`src/rtl/uart_rx_fifo.sv`:
```
// rtl/uart_rx_fifo.sv - oversampling UART receiver feeding a first-word-fall-through receive FIFO
module uart_rx_fifo #(
    parameter int CLKS_PER_BIT = 868,
    parameter int DATA_BITS    = 8,
    parameter int PARITY_EN    = 0,
    parameter int PARITY_ODD   = 0,
    parameter int STOP_BITS    = 1,
    parameter int FIFO_DEPTH   = 8,
    parameter int SYNC_STAGES  = 2
) (
    input  logic                          clock,
    input  logic                          reset,
    input  logic                          io_rx,
    output logic                          io_deq_valid,
    input  logic                          io_deq_ready,
    output logic [DATA_BITS-1:0]          io_deq_bits,
    output logic [$clog2(FIFO_DEPTH):0]   io_count,
    output logic                          io_busy,
    output logic                          io_frame_err,
    output logic                          io_parity_err,
    output logic                          io_overrun
);

    localparam int AW = $clog2(FIFO_DEPTH);
    localparam int CW = AW + 1;
    localparam int TW = $clog2(CLKS_PER_BIT);
    localparam int IW = $clog2(DATA_BITS);
    localparam logic [TW-1:0] HALF_RELOAD = TW'(CLKS_PER_BIT / 2 - 1);
    localparam logic [TW-1:0] BIT_RELOAD  = TW'(CLKS_PER_BIT - 1);

    typedef enum logic [2:0] {IDLE, START, DATA, PARITY, STOP} state_t;

    logic [SYNC_STAGES-1:0] sync_q;
    logic                   rx_s;

    state_t                 state_q, state_n;
    logic [TW-1:0]          timer_q, timer_n;
    logic [IW-1:0]          idx_q, idx_n;
    logic [DATA_BITS-1:0]   data_q, data_n;
    logic                   par_err_q, par_err_n;
    logic                   stop_err_q, stop_err_n;
    logic                   stop_idx_q, stop_idx_n;
    logic                   char_done, char_fe, char_pe;

    logic [DATA_BITS-1:0]   mem [FIFO_DEPTH];
    logic [AW-1:0]          wr_ptr_q, rd_ptr_q;
    logic [CW-1:0]          count_q;
    logic                   pop, good, full_after_pop, push;
    logic                   frame_err_q, parity_err_q, overrun_q;

    always_ff @(posedge clock or posedge reset) begin
        if (reset) begin
            sync_q <= '1;
        end else begin
            sync_q <= {sync_q[SYNC_STAGES-2:0], io_rx};
        end
    end

    assign rx_s = sync_q[SYNC_STAGES-1];

    always_comb begin
        state_n    = state_q;
        timer_n    = (timer_q != '0) ? timer_q - TW'(1) : timer_q;
        idx_n      = idx_q;
        data_n     = data_q;
        par_err_n  = par_err_q;
        stop_err_n = stop_err_q;
        stop_idx_n = stop_idx_q;
        char_done  = 1'b0;
        char_fe    = 1'b0;
        char_pe    = 1'b0;
        case (state_q)
            IDLE: begin
                if (!rx_s) begin
                    state_n = START;
                    timer_n = HALF_RELOAD;
                end
            end
            START: begin
                if (timer_q == '0) begin
                    if (rx_s) begin
                        state_n = IDLE;
                    end else begin
                        state_n    = DATA;
                        timer_n    = BIT_RELOAD;
                        idx_n      = '0;
                        par_err_n  = 1'b0;
                        stop_err_n = 1'b0;
                        stop_idx_n = 1'b0;
                    end
                end
            end
            DATA: begin
                if (timer_q == '0) begin
                    data_n[idx_q] = rx_s;
                    timer_n       = BIT_RELOAD;
                    if (idx_q == IW'(DATA_BITS - 1)) begin
                        state_n = (PARITY_EN != 0) ? PARITY : STOP;
                    end else begin
                        idx_n = idx_q + IW'(1);
                    end
                end
            end
            PARITY: begin
                if (timer_q == '0) begin
                    par_err_n = rx_s != ((^data_q) ^ (PARITY_ODD != 0));
                    timer_n   = BIT_RELOAD;
                    state_n   = STOP;
                end
            end
            STOP: begin
                if (timer_q == '0) begin
                    // Leave mid-stop-bit so a back-to-back start edge is never missed.
                    if (stop_idx_q == 1'(STOP_BITS - 1)) begin
                        state_n   = IDLE;
                        char_done = 1'b1;
                        char_fe   = stop_err_q | !rx_s;
                        char_pe   = par_err_q;
                    end else begin
                        stop_idx_n = 1'b1;
                        stop_err_n = stop_err_q | !rx_s;
                        timer_n    = BIT_RELOAD;
                    end
                end
            end
            default: state_n = IDLE;
        endcase
    end

    assign pop            = io_deq_valid && io_deq_ready;
    assign good           = char_done && !char_fe && !char_pe;
    assign full_after_pop = (count_q == CW'(FIFO_DEPTH)) && !pop;
    assign push           = good && !full_after_pop;

    always_ff @(posedge clock or posedge reset) begin
        if (reset) begin
            state_q      <= IDLE;
            timer_q      <= '0;
            idx_q        <= '0;
            data_q       <= '0;
            par_err_q    <= 1'b0;
            stop_err_q   <= 1'b0;
            stop_idx_q   <= 1'b0;
            wr_ptr_q     <= '0;
            rd_ptr_q     <= '0;
            count_q      <= '0;
            frame_err_q  <= 1'b0;
            parity_err_q <= 1'b0;
            overrun_q    <= 1'b0;
        end else begin
            state_q      <= state_n;
            timer_q      <= timer_n;
            idx_q        <= idx_n;
            data_q       <= data_n;
            par_err_q    <= par_err_n;
            stop_err_q   <= stop_err_n;
            stop_idx_q   <= stop_idx_n;
            frame_err_q  <= char_done && char_fe;
            parity_err_q <= char_done && !char_fe && char_pe;
            overrun_q    <= good && full_after_pop;
            if (push) begin
                wr_ptr_q <= wr_ptr_q + AW'(1);
            end
            if (pop) begin
                rd_ptr_q <= rd_ptr_q + AW'(1);
            end
            if (push && !pop) begin
                count_q <= count_q + CW'(1);
            end else if (pop && !push) begin
                count_q <= count_q - CW'(1);
            end
        end
    end

    always_ff @(posedge clock) begin
        if (push) begin
            mem[wr_ptr_q] <= data_q;
        end
    end

    assign io_deq_valid  = count_q != '0;
    assign io_deq_bits   = io_deq_valid ? mem[rd_ptr_q] : '0;
    assign io_count      = count_q;
    assign io_busy       = state_q != IDLE;
    assign io_frame_err  = frame_err_q;
    assign io_parity_err = parity_err_q;
    assign io_overrun    = overrun_q;

endmodule

```
`config.mk`:
```
export PLATFORM = sky130hd
export DESIGN_NAME = uart_rx_fifo
export DESIGN_NICKNAME = d
export VERILOG_FILES = /design/src/rtl/uart_rx_fifo.sv
export SDC_FILE = /design/constraint.sdc
export NUM_CORES = 1
export LEC_CHECK = 0
export BUFFER_PORTS_ARGS = -buffer_cell sky130_fd_sc_hd__buf_4
export CELL_PAD_IN_SITES_DETAIL_PLACEMENT = 0
export CELL_PAD_IN_SITES_GLOBAL_PLACEMENT = 1
export CORE_UTILIZATION = 54
export CTS_BUF_LIST = sky130_fd_sc_hd__clkbuf_8
export DETAILED_ROUTE_END_ITERATION = 6
export PLACE_DENSITY_LB_ADDON = 0.1
export SLEW_MARGIN = 0
export SYNTH_ARGS = -nofsm -noshare
export SYNTH_HDL_FRONTEND = slang
export SYNTH_SLANG_ARGS = --single-unit
```
`constraint.sdc`:
```
create_clock -name clock -period 3.7 [get_ports clock]
set_input_delay 0.37 -clock clock [delete_from_list [all_inputs] [get_ports clock]]
set_output_delay 0.37 -clock clock [all_outputs]
set_load 0.01 [all_outputs]
```
== Word-level counts from Yosys, hierarchy flattened ==
Memory sizes are Yosys's and may differ from the RTL's.
Index checks and enable logic that the tools add are counted.
Operators by class
  $lt $le $gt $ge: 2
  bitwise gates (word level): 1
  div/mod/pow operators: 0
  shifts and indexed selects: 0
  add/subtract/negate cells: 6
  muxes and demuxes: 49
  multiply operators: 0
  reductions and logical operators: 34
  equality and inequality tests: 17
Operator list (number)
  2-to-1 mux 10 bit: 7
  case mux 10 bit (4 select lines): 1
  2-to-1 mux 3 bit: 11
  inequality test 2 bit, second input constant: 10
  2-to-1 mux 1 bit: 19
  case mux 3 bit (5 select lines): 1
  logical AND 1 bit: 11
  logical NOT 10 bit: 1
  AND reduction 5 bit: 2
  nonzero test 10 bit: 1
  subtractor 10 x 1 -> 10 bit, second input constant: 1
  adder 3 x 1 -> 3 bit, second input constant: 3
  bitwise mux 8 bit: 1
  2-to-1 mux 4 bit: 2
  2-to-1 mux 8 bit: 1
  AND reduction 4 bit: 2
  nonzero test 2 bit: 4
  XOR reduction 8 bit: 1
  AND reduction 7 bit: 1
  == test 3 x 2 -> 1 bit, second input constant: 2
  == test 3 bit, second input constant: 2
  logical NOT 1 bit: 6
  case mux 1 bit (2 select lines): 3
  case mux 3 bit (2 select lines): 1
  15 further kinds: 15
Storage, ports and cells
  latch bits: 0
  RAM bits: 64
  memories kept: 1
  word-level logic and storage cells: 124
  output and inout port bits: 17
  bits in read-only memories: 0
  input port bits: 4
  bits in registers: 42
Memories
  mem: depth 8, width 8, read ports 1, clocked after memory_dff 0, wr ports 1, RTL line 45  | logic [DATA_BITS-1:0] mem [FIFO_DEPTH];

== Depth between registers and ports, before layout ==
Gate-level depths: netlist of run 1.
  depth after elaboration: 13
  mapped depth: 13
  depth with buffers taken out: 13

== Worst setup path after synthesis of run 1 ==
OpenSTA, ideal clock, no wires.
  path kind: reg-to-reg
  from: register timer_q[0]
  to: register count_q[3] (netlist: io_count[3])
  path buffers: 0
  period minus slack after synthesis: 2.866 ns
  arrival: 2.737 ns
  cell stages (with the launch flop): 14
  required time: 3.571 ns
  library setup time: 0.129 ns
  slack: 0.834 ns
  cells stage by stage: dfrtp_1 -> inv_1 -> ha_1 -> nor3b_2 -> nand4_2 -> nor4b_4 -> ha_1 -> inv_1 -> ha_1 -> a21o_1 -> a21oi_1 -> xnor2_1 -> nor2_1 -> xor2_1
On the way
  word-level cells in the longest chain between the ends: 10
  elaborated cells between the ends (all ways): 17
  those cells by class: mux (7); reduce/logical (10)
RTL lines
  start, declared: RTL line 37  | logic [TW-1:0] timer_q, timer_n;
  start signal, assigned: RTL line 152  | timer_q <= timer_n;
  logical NOT 10 bit *: RTL line 112  | if (timer_q == '0) begin
  2-to-1 mux 1 bit: RTL line 112
  2-to-1 mux 1 bit: RTL line 72  | case (state_q)
  logical NOT 1 bit: RTL line 131  | assign good = char_done && !char_fe && !char_pe;
  logical AND 1 bit: RTL line 131
  logical AND 1 bit *: RTL line 131
  logical AND 1 bit *: RTL line 133  | assign push = good && !full_after_pop;
  named net push: RTL line 48  | logic pop, good, full_after_pop, push;
  logical NOT 1 bit: RTL line 169  | end else if (pop && !push) begin
  logical AND 1 bit: RTL line 169
  nonzero test 2 bit (no source line)
  end signal, assigned: RTL line 168  | count_q <= count_q + CW'(1);
  end signal, assigned: RTL line 170  | count_q <= count_q - CW'(1);
  end, declared: RTL line 47  | logic [CW-1:0] count_q;
The timed path passes the listed nets; every way through them passes the cells marked *.
A chain may end at the register's enable or synchronous reset.

== Final worst setup path of run 1 ==
Same ends and word-level chain as after synthesis.

==> impl_metrics.yaml, run 1 <==
outcome:
  status: "completed"
clock_tree:
  clock_latency_ps: 370
  cts_inserted_buffers: 9
  h-tree-depth: 3
  hold_buffers: 0
  clk_pin_slew_ps: 110
  cts_setup_buffers: 0
  cts_buffer_depth: 2
  post_cts_resized: 0
  cts_tree: "yes"
  root_buffer: "clkbuf_8"
  cts_sinks: 105
layout:
  seqCellArea_um2: 2950
  multi_input_area_um2: 1570
  nNetsFinal: 348
  final_common_cell: "edfxtp_1"
  design_area_um2: 5070
  syn_to_final_growth_pct: 10.1
  fillerInstances: 622
  drive_gt1_frac: 0.235
  diodes: 0
  final_cell_mix: "edfxtp_1, dfrtp_1, buf_4"
  utilization: 0.617
critical_path:
  cp-start-kind: "register"
  timing_worst_setup_path_type: "reg -> reg"
  crit_arrival_ps: 3410
  crit_family: "simple AND/OR/NAND/NOR gates"
  cpMaxStageDelayCell: "nor4b_4"
  r2r_setup_slack_ps: 560
  r2r-end: "io_count[3]"
  timing.rr.start: "timer_q[0]"
  crit_required_ps: 3960
  cp_common_cell: "ha_1"
  r2r_cells: 13
  crit_path_max_fanout: 6
  worstPathCellList: "inv_1, ha_1, nor3b_2, nand4_2, nor4b_4, ha_1, inv_1, ha_1, a21o_1, a21oi_1, xnor2_1, nor2_1, xor2_1"
  critPathBufInv: 2
  cp-end-kind: "register"
  cp_slowest_stage_delay_ps: 480
synth:
  synth_edf_count: 64
  mappedNetlistNets: 325
  synth_cell_type_count: 47
  ys.flop_type: "edfxtp_1"
  synth_cells: 312
  synthTopCellsByArea: "edfxtp_1, dfrtp_1, mux4_2"
  synth.largest_area_cell: "edfxtp_1"
  ys_seq_elements: 105
  async_reset_ff_frac: 0.390
  syn_area_um2: 4610
  yosysSeqAreaShare: 0.641
  yosysTopAreaCellShare: 0.417
  ys_warn_count: 0
  avgSynthCellArea_um2: 14.8
grt:
  top_usage_layer: "met2"
  grt_overflow: 0
  grt_max_degree: 42
  gr-usage-met1: 0.282
  grt_pass1_vias: 2385
  antenna_found_initial: 0
  grt_pass1_wl_um: 12500
  grt_usage: 0.193
  met2_usage: 0.291
  use_met3: 0.0338
placement:
  hpwl_um: 5190
  portBuffers: 20
  postPlaceCellArea_um2: 4880
  gp_congestion: 0.758
floorplanning:
  initial_utilization: 0.561
  core-area_um2: 8220
  fp.dieW_um: 94.4
  die-area_um2: 8900
  rows: 33
  ios: 21
  die_h_um: 94.4
worst_hold_path:
  min_path_cells: 1
  min_path_type: "in -> reg"
  holdPathEnd: "sync_q[0]"
  hp-start: "io_rx"
run:
  max_cap_violations: 0
drt:
  drcViolationCount: 0
  viasPerCell: 5.53
  drt-total-wl_um: 7730
  vias: 2463
  drt_first_pass_iters: 4
  drtIter0Drc: 104
  wl_per_cell_um: 17.4
  antenna_left: 0
power:
  p_leak_nw: 2.09
  p_per_area_nw_per_um2: 382
  ir_worst_vdd_v: 0.000240
sta:
  hold_viol_final: 0
  period_share: 0.850
  skew_ps: 12.2
  setup_violations: 0
  fin_crit_ps: 3140
  tightest_slew_ps: 813
  fin_setup_tns_ps: 0
  max_freq_mhz: 318
  fin_hold_ws_ps: 109
  drv_slew: 0
  rsz0062_at_grt: "false"
  max_slew_margin: 0.458
Yosys cell counts, drive strengths merged, types with 6 or more instances:
master,number
xnor2,15
a21oi,9
nor2,24
ha,8
mux4,16
nand2,19
mux2i,8
inv,7
o21ai,10
edfxtp,64
dfrtp,39
nor3,10
nand2b,6
mux2,10
clkbuf,6
buf,9
per-stage QoR:
step                cells  setup WS (ps)  total power [W]
floorplan             312            834          0.00127
global placement      429            676          0.00128
detailed placement    429            590          0.00128
CTS                   445            578          0.00196
global route          445            244          0.00200
finish                445            556          0.00194
power by group:
part / total (W) / internal [W] / switching [W]
clock: 0.000684 / 0.000265 / 0.000419
combinational: 0.0000186 / 0.00000542 / 0.0000132
sequential: 0.00124 / 0.00123 / 0.00000184
worst reg2reg max path, cell delays in order (launching register included):
cell     delay (ps)
dfrtp_1         430
inv_1           110
ha_1            200
nor3b_2         300
nand4_2         220
nor4b_4         480
ha_1            270
inv_1            90
ha_1            270
a21o_1          170
a21oi_1         170
xnor2_1         130
nor2_1           60
xor2_1          140
sequential cells by signal (all words and copies together), names as in the netlist:
name and flops:
io_parity_err 1, io_count 4, stop_err_q 1, timer_q 10
data_q 8, par_err_q 1, sync_q 2, state_q 3
idx_q 3, rd_ptr_q 3, io_frame_err 1, mem 64
io_overrun 1, wr_ptr_q 3
layer usage:
metal  vias up  routed length (um)  share of wire
met5         -                   0              0
met4         0                  77          0.010
met3         6                 201          0.026
met2        36                3710           0.48
met1      1211                3740           0.48
li1       1210                   -              -
logic make-up (layout without fill, tap and decap cells):
family                   after synthesis  after routing  share of synthesized area
adder cells (fa/ha/maj)                9              9                     0.0261
XOR/XNOR                              19             19                     0.0361
multiplexers                          34             34                      0.120
buffers and inverters                 22             50                     0.0196
AND/OR/NAND/NOR                       87             87                      0.108
flip-flops                           105            105                      0.641
AO/OA/AOI/OAI                         36             36                     0.0494
final cells by class:
cell class,instances,area share
flip-flops and latches,105,0.582
clock inverters,7,0.0136
inverters,7,0.00518
clock buffers,9,0.0244
repair buffers,27,0.0400
multi-input cells,185,0.309
well taps,105,0.0259
worst max path at each step:
stage                             end  startpoint  slack [ps]  cells after the start
after floorplan           io_count[3]  timer_q[0]         830                     13
after global placement    io_count[3]  timer_q[0]         680                     13
after detailed placement  io_count[3]  timer_q[0]         590                     13
after CTS                 io_count[3]  timer_q[0]         580                     13
after global routing      io_count[3]  timer_q[0]         240                     13
final                     io_count[3]  timer_q[0]         560                     13
(Power assumes the default switching activity.)
==> run 2: changes to the inputs <==
--- a/config.mk
+++ b/config.mk
@@ -8,7 +8,7 @@
 export BUFFER_PORTS_ARGS = -buffer_cell sky130_fd_sc_hd__buf_4
 export CELL_PAD_IN_SITES_DETAIL_PLACEMENT = 0
 export CELL_PAD_IN_SITES_GLOBAL_PLACEMENT = 1
-export CORE_UTILIZATION = 54
+export CORE_UTILIZATION = 48
 export CTS_BUF_LIST = sky130_fd_sc_hd__clkbuf_8
 export DETAILED_ROUTE_END_ITERATION = 6
 export PLACE_DENSITY_LB_ADDON = 0.1
==> constraint.sdc (replaced) <==
create_clock -name clock -period 2.6 [get_ports clock]
set_input_delay 0.26 -clock clock [delete_from_list [all_inputs] [get_ports clock]]
set_output_delay 0.26 -clock clock [all_outputs]
set_load 0.01 [all_outputs]
==> run 2 against run 1 <==
Die area up 12%. Largest cell class unchanged. Clock skew up 2.3 ps. Critical path depth unchanged.
==> impl_metrics.yaml, run 2 (synthesized netlist as in run 1, its figures left out) <==
critical_path:
  crit_path_max_fanout: 4
  crit_arrival_ps: 2730
  cpMaxStageDelayCell: "dfrtp_1"
  worstPathCellList: "inv_2, ha_4, nor3b_4, nand4_2, nor4b_4, ha_2, inv_2, ha_4, a21o_1, a21oi_2, xnor2_1, nor2_1, xor2_1"
  crit_required_ps: 2850
  cp-end-kind: "register"
  crit_family: "simple AND/OR/NAND/NOR gates"
  timing_worst_setup_path_type: "reg -> reg"
  cp_slowest_stage_delay_ps: 400
  critPathBufInv: 2
  cp-start-kind: "register"
layout:
  largest_register_ff_count: 64
  multi_input_area_um2: 1600
  design_area_um2: 5310
  final_cell_mix: "edfxtp_1, buf_4, dfrtp_1"
  seqCellArea_um2: 2950
  reg.largest.list: "mem (64), timer_q (10), data_q (8)"
  largest_register: "mem"
  nNetsFinal: 371
  final_common_cell: "edfxtp_1"
  fillerInstances: 752
  layout.cells.non_filler: 492
  syn_to_final_growth_pct: 15.2
  diodes: 0
  drive_gt1_frac: 0.300
clock_tree:
  h-tree-depth: 3
  clock_latency_ps: 360
  clk_pin_slew_ps: 100
  cts_sinks: 105
  cts_tree: "yes"
  cts_buffer_depth: 2
  cts_inserted_buffers: 9
  root_buffer: "clkbuf_8"
power:
  p_int_w: 0.00214
  ir_worst_vdd_v: 0.000230
  switching_power_w: 0.000604
  pwr-share-comb: 0.012
  p_clk_frac: 0.347
  p_leak_nw: 2.18
  p_per_area_nw_per_um2: 516
  pwr-share-seq: 0.641
  total_power_w: 0.00274
  netSwitchingFraction: 0.221
grt:
  antenna_found_initial: 0
  grt_overflow: 0
  grt_max_degree: 28
  grt_pass1_vias: 2608
  grt_usage: 0.181
  grt_pass1_wl_um: 13600
sta:
  tightest_slew_ps: 1020
  drv_slew: 0
  rsz0062_at_grt: "true"
  skew_ps: 14.5
  period_share: 0.955
  max_slew_margin: 0.317
  fin_crit_ps: 2480
  hold_viol_final: 0
  setup_violations: 0
  max_freq_mhz: 403
placement:
  portBuffers: 20
  gp_congestion: 0.843
  postPlaceCellArea_um2: 5100
  hpwl_um: 5550
  dp.cells: 474
worst_hold_path:
  min_path_type: "in -> async"
drt:
  viasPerCell: 5.28
  met1Wirelength_um: 3920
  wl_met2_um: 3940
  routed.top_layer: "met4"
  wl_per_cell_um: 16.5
  vias: 2600
  wl_met3_um: 199
  antenna_left: 0
  drt-total-wl_um: 8100
  drt_first_pass_iters: 4
  drcViolationCount: 0
  drtIter0Drc: 72
floorplanning:
  die-area_um2: 9990
  initial_utilization: 0.496
  ios: 21
  fp.dieW_um: 100
  rows: 35
  core-area_um2: 9280
  die_h_um: 100
run:
  max_cap_violations: 0
outcome:
  status: "completed"
-- run 2: final cells by class --
type,instances,share of cell area
sequential,105,0.556
multi-input combinational,185,0.302
timing repair buffer,50,0.0712
tap,129,0.0304
clock buffer,9,0.0233
clock inverter,7,0.0123
inverter,7,0.00495
-- run 2: worst paths after layout --
path / from / end / slack, ps / cells after the start
worst max register to register: timer_q[0] / io_count[3] / 120 / 13
max in group asynchronous: reset / wr_ptr_q[2] / 1980 / 3
min in group clock: io_deq_ready / rd_ptr_q[2] / 180 / 3
worst min register to register: sync_q[0] / sync_q[1] / 370 / 0
worst max-delay path: timer_q[0] / io_count[3] / 120 / 13
worst min-delay path: reset / io_overrun / 20 / 2
-- run 2: what timing repair did --
item / 4_1_cts / 5_1_grt
endpoints found under the hold margin: 1 / 0
endpoints found under the setup margin: 0 / 1
resized for setup: 0 / 0
hold buffers: 1 / 0
buffers inserted: 0 / 1
-- run 2: worst reg2reg max path, cell delays in order, from the launching register on --
cell     delay (ps)
dfrtp_1         400
inv_2            90
ha_4            140
nor3b_4         200
nand4_2         160
nor4b_4         280
ha_2            240
inv_2            60
ha_4            200
a21o_1          160
a21oi_2         130
xnor2_1         130
nor2_1           70
xor2_1          130
-- run 2: power by group through the flow --
stage | combinational, W | sequential [W] | clock [W]
CTS | 0.0000351 | 0.00176 | 0.000984
detailed placement | 0.0000339 | 0.00179 | 0
finish | 0.0000337 | 0.00176 | 0.000950
global route | 0.0000386 | 0.00176 | 0.00105
global placement | 0.0000343 | 0.00179 | 0
floorplan | 0.0000185 | 0.00179 | 0
-- run 2: through the flow --
| stage | setup slack, ps | setup TNS [ps] | hold WS (ps) | utilization |
|---|---|---|---|---|
| detailed placement | 39.2 | 0 | 353 | 0.549 |
| global route | -39.8 | -39.8 | 51.1 | 0.572 |
| floorplan | -76.6 | -76.6 | 264 | - |
| finish | 116 | 0 | 16.3 | 0.572 |
| global placement | 104 | 0 | 346 | 0.549 |
| CTS | 26.0 | 0 | 25.4 | 0.571 |
-- run 2: layer usage --
metal	global-route usage	vias up
met5	0	-
met4	0.0452	0
met3	0.0376	2
met2	0.291	31
met1	0.254	1307
li1	-	1260
==> run 3: changes to the inputs <==
--- a/config.mk
+++ b/config.mk
@@ -11,7 +11,7 @@
 export CORE_UTILIZATION = 48
 export CTS_BUF_LIST = sky130_fd_sc_hd__clkbuf_8
 export DETAILED_ROUTE_END_ITERATION = 6
-export PLACE_DENSITY_LB_ADDON = 0.1
+export PLACE_DENSITY_LB_ADDON = 0.15
 export SLEW_MARGIN = 0
 export SYNTH_ARGS = -nofsm -noshare
 export SYNTH_HDL_FRONTEND = slang
==> run 3 against run 2 <==
Final cell count decreased by 0.41%. Maximum frequency decreased by 0.17%. Via count decreased by 1.0%. Clock skew about the same. Wire length decreased by 4.1%. Sequential cell count unchanged. Clock power increased by 9%. Final area increased by 0.17%. First-iteration DRC count decreased by 9.7%. Sequential power about the same. Largest power group unchanged.
==> impl_metrics.yaml, run 3 (synthesized netlist as in run 1, its figures left out) <==
critical_path:
  r2r_setup_slack_ps: 110
  timing.rr.start: "timer_q[0]"
  r2r-end: "io_count[3]"
  cp-end-kind: "register"
  crit_required_ps: 2840
  crit_path_max_fanout: 4
  timing_worst_setup_path_type: "reg -> reg"
  cp_common_cell: "ha_4"
  r2r_cells: 13
  worstPathCellList: "inv_2, ha_4, nor3b_4, nand4_2, nor4b_4, ha_2, inv_4, ha_4, a21o_1, a21oi_2, xnor2_1, nor2_1, xor2_1"
  cp-start-kind: "register"
  crit_arrival_ps: 2730
  cpMaxStageDelayCell: "dfrtp_1"
  cp_slowest_stage_delay_ps: 400
sta:
  skew_ps: 14.9
  period_share: 0.957
  fin_hold_ws_ps: 27.7
  max_slew_margin: 0.433
  max_freq_mhz: 402
  setup_violations: 0
  drv_slew: 0
  fin_crit_ps: 2490
  fin_setup_tns_ps: 0
  hold_viol_final: 0
  rsz0062_at_grt: "true"
  tightest_slew_ps: 842
layout:
  nNetsFinal: 369
  drive_gt1_frac: 0.296
  syn_to_final_growth_pct: 15.4
  diodes: 0
  reg.largest.list: "mem (64), timer_q (10), data_q (8)"
  utilization: 0.573
  final_cell_mix: "edfxtp_1, buf_4, dfrtp_1"
  largest_register_ff_count: 64
  layout.cells.non_filler: 490
  final_common_cell: "edfxtp_1"
  largest_register: "mem"
drt:
  wl_met2_um: 3650
  viasPerCell: 5.25
  vias: 2573
  met1Wirelength_um: 3840
  drt_first_pass_iters: 4
  routed.top_layer: "met4"
  drcViolationCount: 0
  drtIter0Drc: 65
  wl_per_cell_um: 15.9
  drt-total-wl_um: 7770
  wl_met3_um: 191
  antenna_left: 0
clock_tree:
  cts_tree: "yes"
  h-tree-depth: 3
  clock_latency_ps: 350
  cts_buffer_depth: 2
  root_buffer: "clkbuf_8"
  clk_pin_slew_ps: 110
  cts_sinks: 105
  cts_inserted_buffers: 9
grt:
  grt_overflow: 0
  grt_pass1_vias: 2451
  antenna_found_initial: 0
  grt_usage: 0.172
  grt_max_degree: 42
  grt_pass1_wl_um: 12800
floorplanning:
  rows: 35
  ios: 21
  die_h_um: 100
  core-area_um2: 9280
  fp.dieW_um: 100
  initial_utilization: 0.496
  die-area_um2: 9990
outcome:
  status: "completed"
placement:
  hpwl_um: 5300
  gp_congestion: 0.819
  dp.cells: 472
  portBuffers: 20
power:
  p_per_area_nw_per_um2: 531
  p_leak_nw: 2.18
  total_power_w: 0.00282
  ir_worst_vdd_v: 0.000338
worst_hold_path:
  min_path_type: "in -> async"
run:
  max_cap_violations: 0
## run 3: cell types whose count changed in the layout (fill, tap and decap cells not counted)
cell,before,now
buf_4,49,47
inv_2,3,2
clkinv_1,1,0
inv_4,0,1
inv_6,0,1
inv_1,3,4
bufinv_16,0,1
clkinv_4,4,2
## run 3: repair_timing
| item | in CTS | in global routing |
|---|---|---|
| endpoints found under the hold margin | 1 | 0 |
| setup buffers | 0 | 1 |
| hold buffers | 1 | 0 |
| resized for setup | 0 | 1 |
| setup endpoints to repair | 0 | 1 |
## run 3: worst max path at each step
| stage | from | to |
|---|---|---|
| floorplan | timer_q[0] | io_count[3] |
| global placement | timer_q[0] | io_count[3] |
| detailed placement | timer_q[0] | io_count[3] |
| CTS | timer_q[0] | io_count[3] |
| global route | timer_q[0] | io_count[3] |
| finish | timer_q[0] | io_count[3] |
## run 3: power by group
group / internal [W] / switching [W]
Clock: 0.000466 / 0.000570
Combinational: 0.0000106 / 0.0000213
Sequential: 0.00176 / 0.000000535
Total: 0.00223 / 0.000592
## run 3: metal layers
| metal | global-route usage | up-vias |
|---|---|---|
| li1 | - | 1252 |
| met1 | 0.245 | 1288 |
| met2 | 0.268 | 28 |
| met3 | 0.0251 | 5 |
| met4 | 0.0701 | 0 |
| met5 | 0 | - |
## run 3: worst max-delay path, delay by kind of cell, from the launching register on
family	cells	cell delay, ps
DFF	1	400
adders and majority gates	3	600
and+or+nand+nor	4	690
buffers and inverters	2	140
AOI/OAI and AO/OA	2	290
xor gates and xnor gates	2	250
## run 3: area by class of cell
cell class / count / area [um^2]
Inverter: 7 / 28.8
Clock inverter: 7 / 86.3
Tap cell: 129 / 161
Sequential cell: 105 / 2950
Fill cell: 755 / 3970
Timing Repair Buffer: 48 / 363
Clock buffer: 9 / 124
Multi-Input combinational cell: 185 / 1600
## run 3: metrics by stage
stage	cell area (um^2)	setup slack (ps)
4_1_cts	5310	45.4
5_1_grt	5320	-44.0
6_report	5320	112
3_5_place_dp	5090	78.8
3_3_place_gp	5090	111
2_1_floorplan	4640	-76.6
